## config.mk

```make
export PLATFORM = sky130hd
export DESIGN_NAME = seg_display_mux
export DESIGN_NICKNAME = d
export VERILOG_FILES = /design/src/rtl/seg_pkg.sv /design/src/rtl/seg_hex_decode.sv /design/src/rtl/seg_display_mux.sv
export SDC_FILE = /design/constraint.sdc
export NUM_CORES = 1
export LEC_CHECK = 0
export ABC_AREA = 1
export BUFFER_PORTS_ARGS = -buffer_cell sky130_fd_sc_hd__clkbuf_2
export CORE_MARGIN = 5
export CORE_UTILIZATION = 45
export CTS_BUF_LIST = sky130_fd_sc_hd__clkbuf_2
export DETAILED_ROUTE_END_ITERATION = 16
export PLACE_DENSITY = 0.66
export SLEW_MARGIN = 20
export SYNTH_ARGS = -nofsm -noshare
export SYNTH_HDL_FRONTEND = slang
export SYNTH_SLANG_ARGS = --single-unit
```

## constraint.sdc

```tcl
create_clock -name clk -period 3.7 [get_ports clk]
set_clock_uncertainty 0.2 [all_clocks]
set_input_delay 0.37 -clock clk [delete_from_list [all_inputs] [get_ports clk]]
set_output_delay 0.37 -clock clk [all_outputs]
set_load 0.01 [all_outputs]
```

## src/rtl/seg_pkg.sv

```systemverilog
// Shared definitions for the multiplexed seven-segment driver:
// the active-low hex glyph table, the blank pattern and a digit-index width helper.
package seg_pkg;

    localparam logic [6:0] SEG_BLANK = 7'h7F;

    // Segment order g..a, active-low; entry n is the glyph for hex digit n.
    localparam logic [15:0][6:0] SEG_GLYPHS = {
        7'h0E, 7'h06, 7'h21, 7'h46, 7'h03, 7'h08, 7'h10, 7'h00,
        7'h78, 7'h02, 7'h12, 7'h19, 7'h30, 7'h24, 7'h79, 7'h40
    };

    function automatic int unsigned idx_width(input int unsigned digits);
        return (digits <= 32'd1) ? 32'd1 : $clog2(digits);
    endfunction

endpackage

```

## src/rtl/seg_hex_decode.sv

```systemverilog
// Combinational hex nibble to active-low seven-segment glyph decoder.
module seg_hex_decode
    import seg_pkg::*;
(
    input  logic [3:0] i_nibble,
    output logic [6:0] o_glyph
);

    // Table lookup of the glyph for the incoming nibble.
    always_comb begin
        o_glyph = SEG_GLYPHS[i_nibble];
    end

endmodule

```

## src/rtl/seg_display_mux.sv

```systemverilog
// Multiplexed common-anode seven-segment driver with per-digit enable, decimal
// points, brightness PWM and frame-latched shadows. Optional macro: SEG_LZB_EN.
module seg_display_mux
    import seg_pkg::*;
#(
    parameter int unsigned DIGITS      = 8,
    parameter int unsigned DWELL       = 8192,
    parameter int unsigned BRIGHT_BITS = 4
) (
    input  logic                     clk,
    input  logic                     reset_n,
    input  logic [4*DIGITS-1:0]      data,
    input  logic [DIGITS-1:0]        dp,
    input  logic [DIGITS-1:0]        digit_en,
    input  logic [BRIGHT_BITS-1:0]   brightness,
    output logic [6:0]               seg,
    output logic                     dp_out,
    output logic [DIGITS-1:0]        strobe,
    output logic                     frame_start
);

    localparam int unsigned IW = idx_width(DIGITS);
    localparam int unsigned DW = (DWELL > 1) ? $clog2(DWELL) : 1;
    localparam logic [IW-1:0] IDX_TOP   = IW'(DIGITS - 1);
    localparam logic [DW-1:0] DWELL_END = DW'(DWELL - 1);

    logic [DW-1:0]          r_dwell;
    logic [IW-1:0]          r_idx;
    logic [BRIGHT_BITS-1:0] r_pwm;
    logic                   r_new_frame;
    logic [4*DIGITS-1:0]    r_sh_data;
    logic [DIGITS-1:0]      r_sh_dp;
    logic [DIGITS-1:0]      r_sh_en;
    logic [6:0]             r_seg;
    logic                   r_dp_out;
    logic [DIGITS-1:0]      r_strobe;
    logic                   r_frame_start;

    logic                   w_dwell_end;
    logic                   w_wrap;
    logic [3:0]             w_nibble;
    logic [6:0]             w_glyph;
    logic                   w_bright_on;
    logic                   w_lzb_blank;
    logic                   w_lit;
    logic [6:0]             w_seg_nxt;
    logic                   w_dp_nxt;
    logic [DIGITS-1:0]      w_strobe_nxt;

    assign w_dwell_end = (r_dwell == DWELL_END);
    assign w_wrap      = w_dwell_end && (r_idx == IW'(0));

    // Dwell, scan index and PWM counters; r_new_frame marks the first cycle of a frame.
    always_ff @(posedge clk or negedge reset_n) begin
        if (!reset_n) begin
            r_dwell     <= DW'(0);
            r_idx       <= IDX_TOP;
            r_pwm       <= BRIGHT_BITS'(0);
            r_new_frame <= 1'b0;
        end else begin
            r_pwm       <= r_pwm + BRIGHT_BITS'(1);
            r_new_frame <= w_wrap;
            if (w_dwell_end) begin
                r_dwell <= DW'(0);
                r_idx   <= (r_idx == IW'(0)) ? IDX_TOP : r_idx - IW'(1);
            end else begin
                r_dwell <= r_dwell + DW'(1);
            end
        end
    end

    // Shadow registers only move on the frame boundary so a frame never tears.
    always_ff @(posedge clk or negedge reset_n) begin
        if (!reset_n) begin
            r_sh_data <= '0;
            r_sh_dp   <= '0;
            r_sh_en   <= '0;
        end else if (w_wrap) begin
            r_sh_data <= data;
            r_sh_dp   <= dp;
            r_sh_en   <= digit_en;
        end else begin
            r_sh_data <= r_sh_data;
            r_sh_dp   <= r_sh_dp;
            r_sh_en   <= r_sh_en;
        end
    end

    assign w_nibble = r_sh_data[4*r_idx +: 4];

    seg_hex_decode u_decode (
        .i_nibble (w_nibble),
        .o_glyph  (w_glyph)
    );

`ifdef SEG_LZB_EN
    logic [DIGITS-1:0] w_zero_run;

    // w_zero_run[i]: shadow nibble i and every nibble above it are zero.
    always_comb begin
        logic v_run;
        v_run      = 1'b1;
        w_zero_run = '0;
        for (int i = int'(DIGITS) - 1; i >= 0; i--) begin
            v_run         = v_run && (r_sh_data[4*i +: 4] == 4'h0);
            w_zero_run[i] = v_run;
        end
    end

    assign w_lzb_blank = (r_idx != IW'(0)) && w_zero_run[r_idx] && !r_sh_dp[r_idx];
`else
    assign w_lzb_blank = 1'b0;
`endif

    assign w_bright_on = (&brightness) || (r_pwm < brightness);
    assign w_lit       = r_sh_en[r_idx] && w_bright_on && !w_lzb_blank;

    // Next output values; the anode stays off on the first cycle of every dwell.
    always_comb begin
        w_seg_nxt    = SEG_BLANK;
        w_dp_nxt     = 1'b1;
        w_strobe_nxt = {DIGITS{1'b1}};
        if (w_lit) begin
            w_seg_nxt = w_glyph;
            w_dp_nxt  = ~r_sh_dp[r_idx];
            if (r_dwell != DW'(0)) begin
                w_strobe_nxt = ~(DIGITS'(1) << r_idx);
            end else begin
                w_strobe_nxt = {DIGITS{1'b1}};
            end
        end else begin
            w_seg_nxt    = SEG_BLANK;
            w_dp_nxt     = 1'b1;
            w_strobe_nxt = {DIGITS{1'b1}};
        end
    end

    // Output register stage.
    always_ff @(posedge clk or negedge reset_n) begin
        if (!reset_n) begin
            r_seg         <= SEG_BLANK;
            r_dp_out      <= 1'b1;
            r_strobe      <= {DIGITS{1'b1}};
            r_frame_start <= 1'b0;
        end else begin
            r_seg         <= w_seg_nxt;
            r_dp_out      <= w_dp_nxt;
            r_strobe      <= w_strobe_nxt;
            r_frame_start <= r_new_frame;
        end
    end

    assign seg         = r_seg;
    assign dp_out      = r_dp_out;
    assign strobe      = r_strobe;
    assign frame_start = r_frame_start;

endmodule
```

-- Yosys cells after proc, flatten, opt, wreduce, memory -nomap -nowiden
Memory sizes are Yosys's and may differ from the RTL's.
Cells that the tools add are included.
- add/subtract/negate cells: 3
- multipliers: 0
- divide/modulo/power cells: 0
- magnitude comparators: 3
- equality and inequality tests: 1
- shifts and indexed selects: 2
- multiplexer cells: 11
- bitwise operators: 2
- reduce and logical (&&, ||, !) cells: 6
- operators with widths (operator ; number):
    $shiftx A32 B6 Y4 ; 1
    $mux W8 ; 2
    $mux W7 ; 2
    $add A13 B1 Y13 const B ; 1
    $eq A13 B13 Y1 const B ; 1
    $mux W13 ; 1
    $reduce_bool A13 Y1 ; 1
    $not A8 Y8 ; 1
    $shl A1 B3 Y8 const A ; 1
    $bmux W1 S3 ; 2
    $lt A4 B5 Y1 const B ; 1
    $add A4 B1 Y4 const B ; 1
    $lt A3 B4 Y1 const B ; 1
    $lt A4 B4 Y1 ; 1
    $reduce_and A4 Y1 ; 1
    $logic_not A3 Y1 ; 1
    $mux W1 ; 3
    $mux W3 ; 1
    $sub A3 B1 Y3 const B ; 1
    $logic_and A1 B1 Y1 ; 2
    $logic_or A1 B1 Y1 ; 1
    $not A1 Y1 ; 1
- flip-flop bits (word level): 86
- latch bits: 0
- memory bits (writable): 0
- memory bits (read-only): 112
- bits of input ports: 54
- memories: 1
- memory list (memory ; depth ; bits a word ; read ports ; clocked after Yosys merged registers in ; wr ports ; line ; RTL):
    (no name shown) ; 16 ; 7 ; 1 ; 0 ; 0 ; seg_hex_decode.sv:11 ; o_glyph = SEG_GLYPHS[i_nibble];

-- Longest topological paths before layout
- word-level depth: 4
- gate-level depth with buffers: 12

-- Cells and area by module
A second synthesis with hierarchy kept.
- cell total of the unflattened synthesis: 569
- area, all modules: 4455.5 um^2
- modules (own cells, without submodules) (module ; instances ; cells an instance ; area an instance (um^2) ; sequential area each (um^2)):
    seg_display_mux ; 1 ; 520 ; 4181.5 ; 2175.8
    seg_hex_decode ; 1 ; 49 ; 274.0 ; 0.0

-- Worst setup path after synthesis
No wires, ideal clock.
- path kind: reg-to-reg
- start: reg r_idx[0]
- end: reg r_seg[0], in the netlist seg[0]
- setup time: 0.091 ns
- data arrival time: 1.821 ns
- required time: 3.409 ns
- slack: 1.587 ns
- stages on the path, launching flop included: 13
- period minus slack after synthesis: 2.113 ns
- cell sequence: dfstp_2 buf_2 clkbuf_1 nand2_1 nand3_1 nand2_1 nand2_1 nand2_1 ha_1 inv_1 nand3_1 nand3_1 nand3_1
- word-level cells in the longest chain between the ends: 4
- elaborated cells between the ends (all ways): 7
- those cells by class: shift (1); mux (4); reduce/logical (1); memory (1)
- RTL lines (element ; line ; RTL):
    start, declared ; seg_display_mux.sv:28 ; logic [IW-1:0] r_idx;
    start signal, assigned ; seg_display_mux.sv:65 ; r_idx <= (r_idx == IW'(0)) ? IDX_TOP : r_idx - IW'(1);
    $shiftx A32 B6 Y4 or $bmux W1 S3 (tied branches) ; seg_display_mux.sv:89, seg_display_mux.sv:116 ;
    $mem_v2 Z16 W7 or $mux W1 (tied branches) ; -- ;
    $mux W7 (implied by the code) or $logic_and A1 B1 Y1 (tied branches) ; seg_hex_decode.sv:11, seg_display_mux.sv:116 ;
    $mux W7 (*) ; seg_display_mux.sv:123 ; if (w_lit) begin
    net w_seg_nxt[0] ; seg_display_mux.sv:46 ; logic [6:0] w_seg_nxt;
    end signal, assigned ; seg_display_mux.sv:146 ; r_seg <= w_seg_nxt;
    end, declared ; seg_display_mux.sv:34 ; logic [6:0] r_seg;
The timed path passes the listed nets; every way through them passes the cells marked *. The select of a mux whose other input is x is not followed.
A chain may end at the register's enable or synchronous reset.

-- Worst setup path in the final report
- start: reg r_idx[0]
- end: reg r_sh_data[3]
- word-level cells in the longest chain between the ends: 2
- RTL lines (element ; line ; RTL):
    $logic_not A3 Y1 ; seg_display_mux.sv:51 ; assign w_wrap = w_dwell_end && (r_idx == IW'(0));
    $logic_and A1 B1 Y1 ; seg_display_mux.sv:51 ;
    end signal, assigned ; seg_display_mux.sv:79 ; r_sh_data <= data;
    end signal, assigned ; seg_display_mux.sv:83 ; r_sh_data <= r_sh_data;
    end, declared ; seg_display_mux.sv:31 ; logic [4*DIGITS-1:0] r_sh_data;
No other way between the ends.

==> metrics <==
outcome complete, no violations; vias per cell 4.81; Max-slew headroom 0.319; Pre-Repair DR Iteration Count 5; sequential share of the synthesized area 0.513; first-pass GRT wire length 16.7 mm; met1 Use GR 0.230; Starting Density 0.459; Port Buffers 70; crit path to r_sh_data[3]$_DFFE_PN0P_; gr busiest metal met2; GR Layer Usage met2 0.307; die width 107 um; crit path DAT 2950 ps; core region area 9240 um2; commonest non-fill, non-tap cell in the layout nand2_1; final worst-path cycle share 0.733; r2r setup slk 990 ps; post-synth top area cell dfrtp_1; CP startpoint kind flop; Top Ports 71; Slew Limit Fails 0; Die Span Y 107 um; setup TNS 0 ps; unrepaired setup endpoints after global routing false; multiplexer share of the synthesized area 0; Final Util 0.574; Compound-Gate Fraction of Synth Area 0.0849; CTS tree built; RePlAce Congestion 0.782; hold slack 134 ps; n_diodes 0; number of global-route vias before repair 3684; Synth Register Bits 86; largest net degree at the start of global routing 87; area of the die 11500 um2; Post-Layout Cell Count 759; pre-CTS WS 999 ps; CP startpoint r_idx[0]$_DFFE_PN1N_; Row Count 35; Max Fclk 369 MHz; FF+latch area 2180 um2; main combinational cell family by area after synthesis simple AND/OR/NAND/NOR gates; FF-to-FF Start r_idx[0]$_DFFE_PN1N_; CTS H-tree depth 3; Peak VDD IR 0.000164 V; initial antenna violation count 0; CP Max Fanout 49; Syn Area/Cell 8.34 um2; WP data required 3930 ps; Initial DRC Count 160; grt ovf 0; area taken by multi-input logic gates 1720 um2; drt total wl 9.81 mm; P&R area growth vs syn 24.9%; NumNets Final 695; Longest Clk Path Bufs 2; Synth Area in Simple Gates 0.256; kind of critical path reg2reg; Synth Area in Adders 0.0472; Mapped Area 4250 um2; Netlist cell types 30; clk sink count 86; number of max-cap violations 0; Filler cells 832; Syn Nets 579; CP endpoint kind flop; Post-route DRC 0; area share of the largest cell type after synthesis 0.395; Inst Count DP 694; Final Hold Viols 0; DR WL/cell 12.9 um; clk root buf clkbuf_2; Final ANT Viol Nets 0; R2R depth 6; Post-Synth XOR/XNOR Area 0.0165; Hold Path Class in2reg; final worst slack 988 ps; GR Util met3 0.0283; Tmin final 2710 ps; DR vias 3654; PwrDens 286 nW/um2; commonest non-fill, non-tap cells in the layout nand2_1, clkbuf_2, dfrtp_1; worst-skew pair later-pin latency 500 ps; RR Endpoint r_sh_data[3]$_DFFE_PN0P_; layout cell share with drive strength beyond 1 0.195; setup violators final 0; DP HPWL 6.51 mm; Synth area leaders dfrtp_1, nand2_1, dfstp_2; post-CTS setup buffers 0; synth warn 0; Leakage 2.57 nW; worst slew pin tran 1020 ps; Syn Inst Count 509; TritonCTS buffer count 9; gr usage total 0.180; Worst-path clk slew 230 ps
==> synthesized netlist by cell type <==
library cell    n
nor3b_1         1
nand4_1         2
nand3_4         2
a21oi_1         9
nand2_2         2
nand3_2         1
ha_1           16
dfrtp_1        67
o211ai_1        1
buf_2          11
nor3_2          1
nor3b_4         1
nand3_1        59
dfstp_2        19
or2_2           1
nor2_4          2
xnor2_1         2
inv_2           2
clkbuf_1        5
a41oi_1         1
nor2_1         12
xor2_1          6
o21ai_1         4
inv_1          66
nor3_4          1
nor3_1          2
buf_6           2
nand2_1       156
a21oi_2         1
o21ai_0        54
==> power breakdown <==
part | leakage, nW | switching (mW) | internal, mW
registers | 0.865 | 0.000394 | 0.946
clock network | 0.0604 | 0.314 | 0.160
logic | 1.64 | 0.0410 | 0.0573
==> worst min-delay path by stage <==
| stage | from | endpoint | slack, ps | cells after the start |
|---|---|---|---|---|
| after global placement | r_new_frame$_DFF_PN0_ | frame_start$_DFF_PN0_ | 130 | 0 |
| after detailed placement | r_new_frame$_DFF_PN0_ | frame_start$_DFF_PN0_ | 140 | 0 |
| after CTS | brightness[1] | seg[5]$_DFF_PN1_ | 80 | 4 |
| after global routing | brightness[1] | seg[1]$_DFF_PN1_ | 90 | 4 |
| final | brightness[1] | seg[5]$_DFF_PN1_ | 130 | 4 |
| after floorplan | reset_n | frame_start$_DFF_PN0_ | -130 | 0 |
==> layout make-up <==
type,instances,area share
flip-flops and latches,86,0.410
multi-input cells,337,0.324
repair buffers,123,0.165
inverters,68,0.0481
well taps,129,0.0304
clock inverters,5,0.0113
clock buffers,11,0.0104
==> per-stage QoR <==
stage / cell area (um2) / total power, mW
2_1_floorplan: 4250 / 0.968
3_3_place_gp: 4690 / 1.02
3_5_place_dp: 4690 / 1.02
4_1_cts: 5300 / 1.54
5_1_grt: 5300 / 1.59
6_report: 5300 / 1.52
==> registers in the layout, indices dropped and copies added (netlist names) <==
signal	flops
dp_out	1
frame_start	1
r_dwell	13
r_sh_dp	8
r_pwm	4
r_sh_data	32
r_new_frame	1
r_idx	3
seg	7
strobe	8
r_sh_en	8
==> logic make-up (layout without fill, tap and decap cells) <==
family	count (synthesis)	in the layout
and+or+nand+nor	243	243
xor gates and xnor gates	8	8
buffers and inverters	86	207
DFF	86	86
adders and majority gates	16	16
AOI/OAI and AO/OA	70	70
==> timing repair <==
action                    4_1_cts  5_1_grt
hold buffers                   49        0
gates resized for setup         0        0
hold endpoints to repair      115        0
==> critical path, stage by stage, from the launching register on <==
cell and delay (ps):
dfstp_2 410, inv_1 210, ha_1 260, nand2_1 350
nor2_4 920, nand2_1 150, o21ai_0 130
==> layer usage <==
metal | part of all wire | vias to the layer above
met5 | 0 | -
met2 | 0.49 | 103
met3 | 0.046 | 21
met4 | 0.023 | 0
met1 | 0.44 | 1689
li1 | - | 1841
Power figures use the tool's default switching activity.
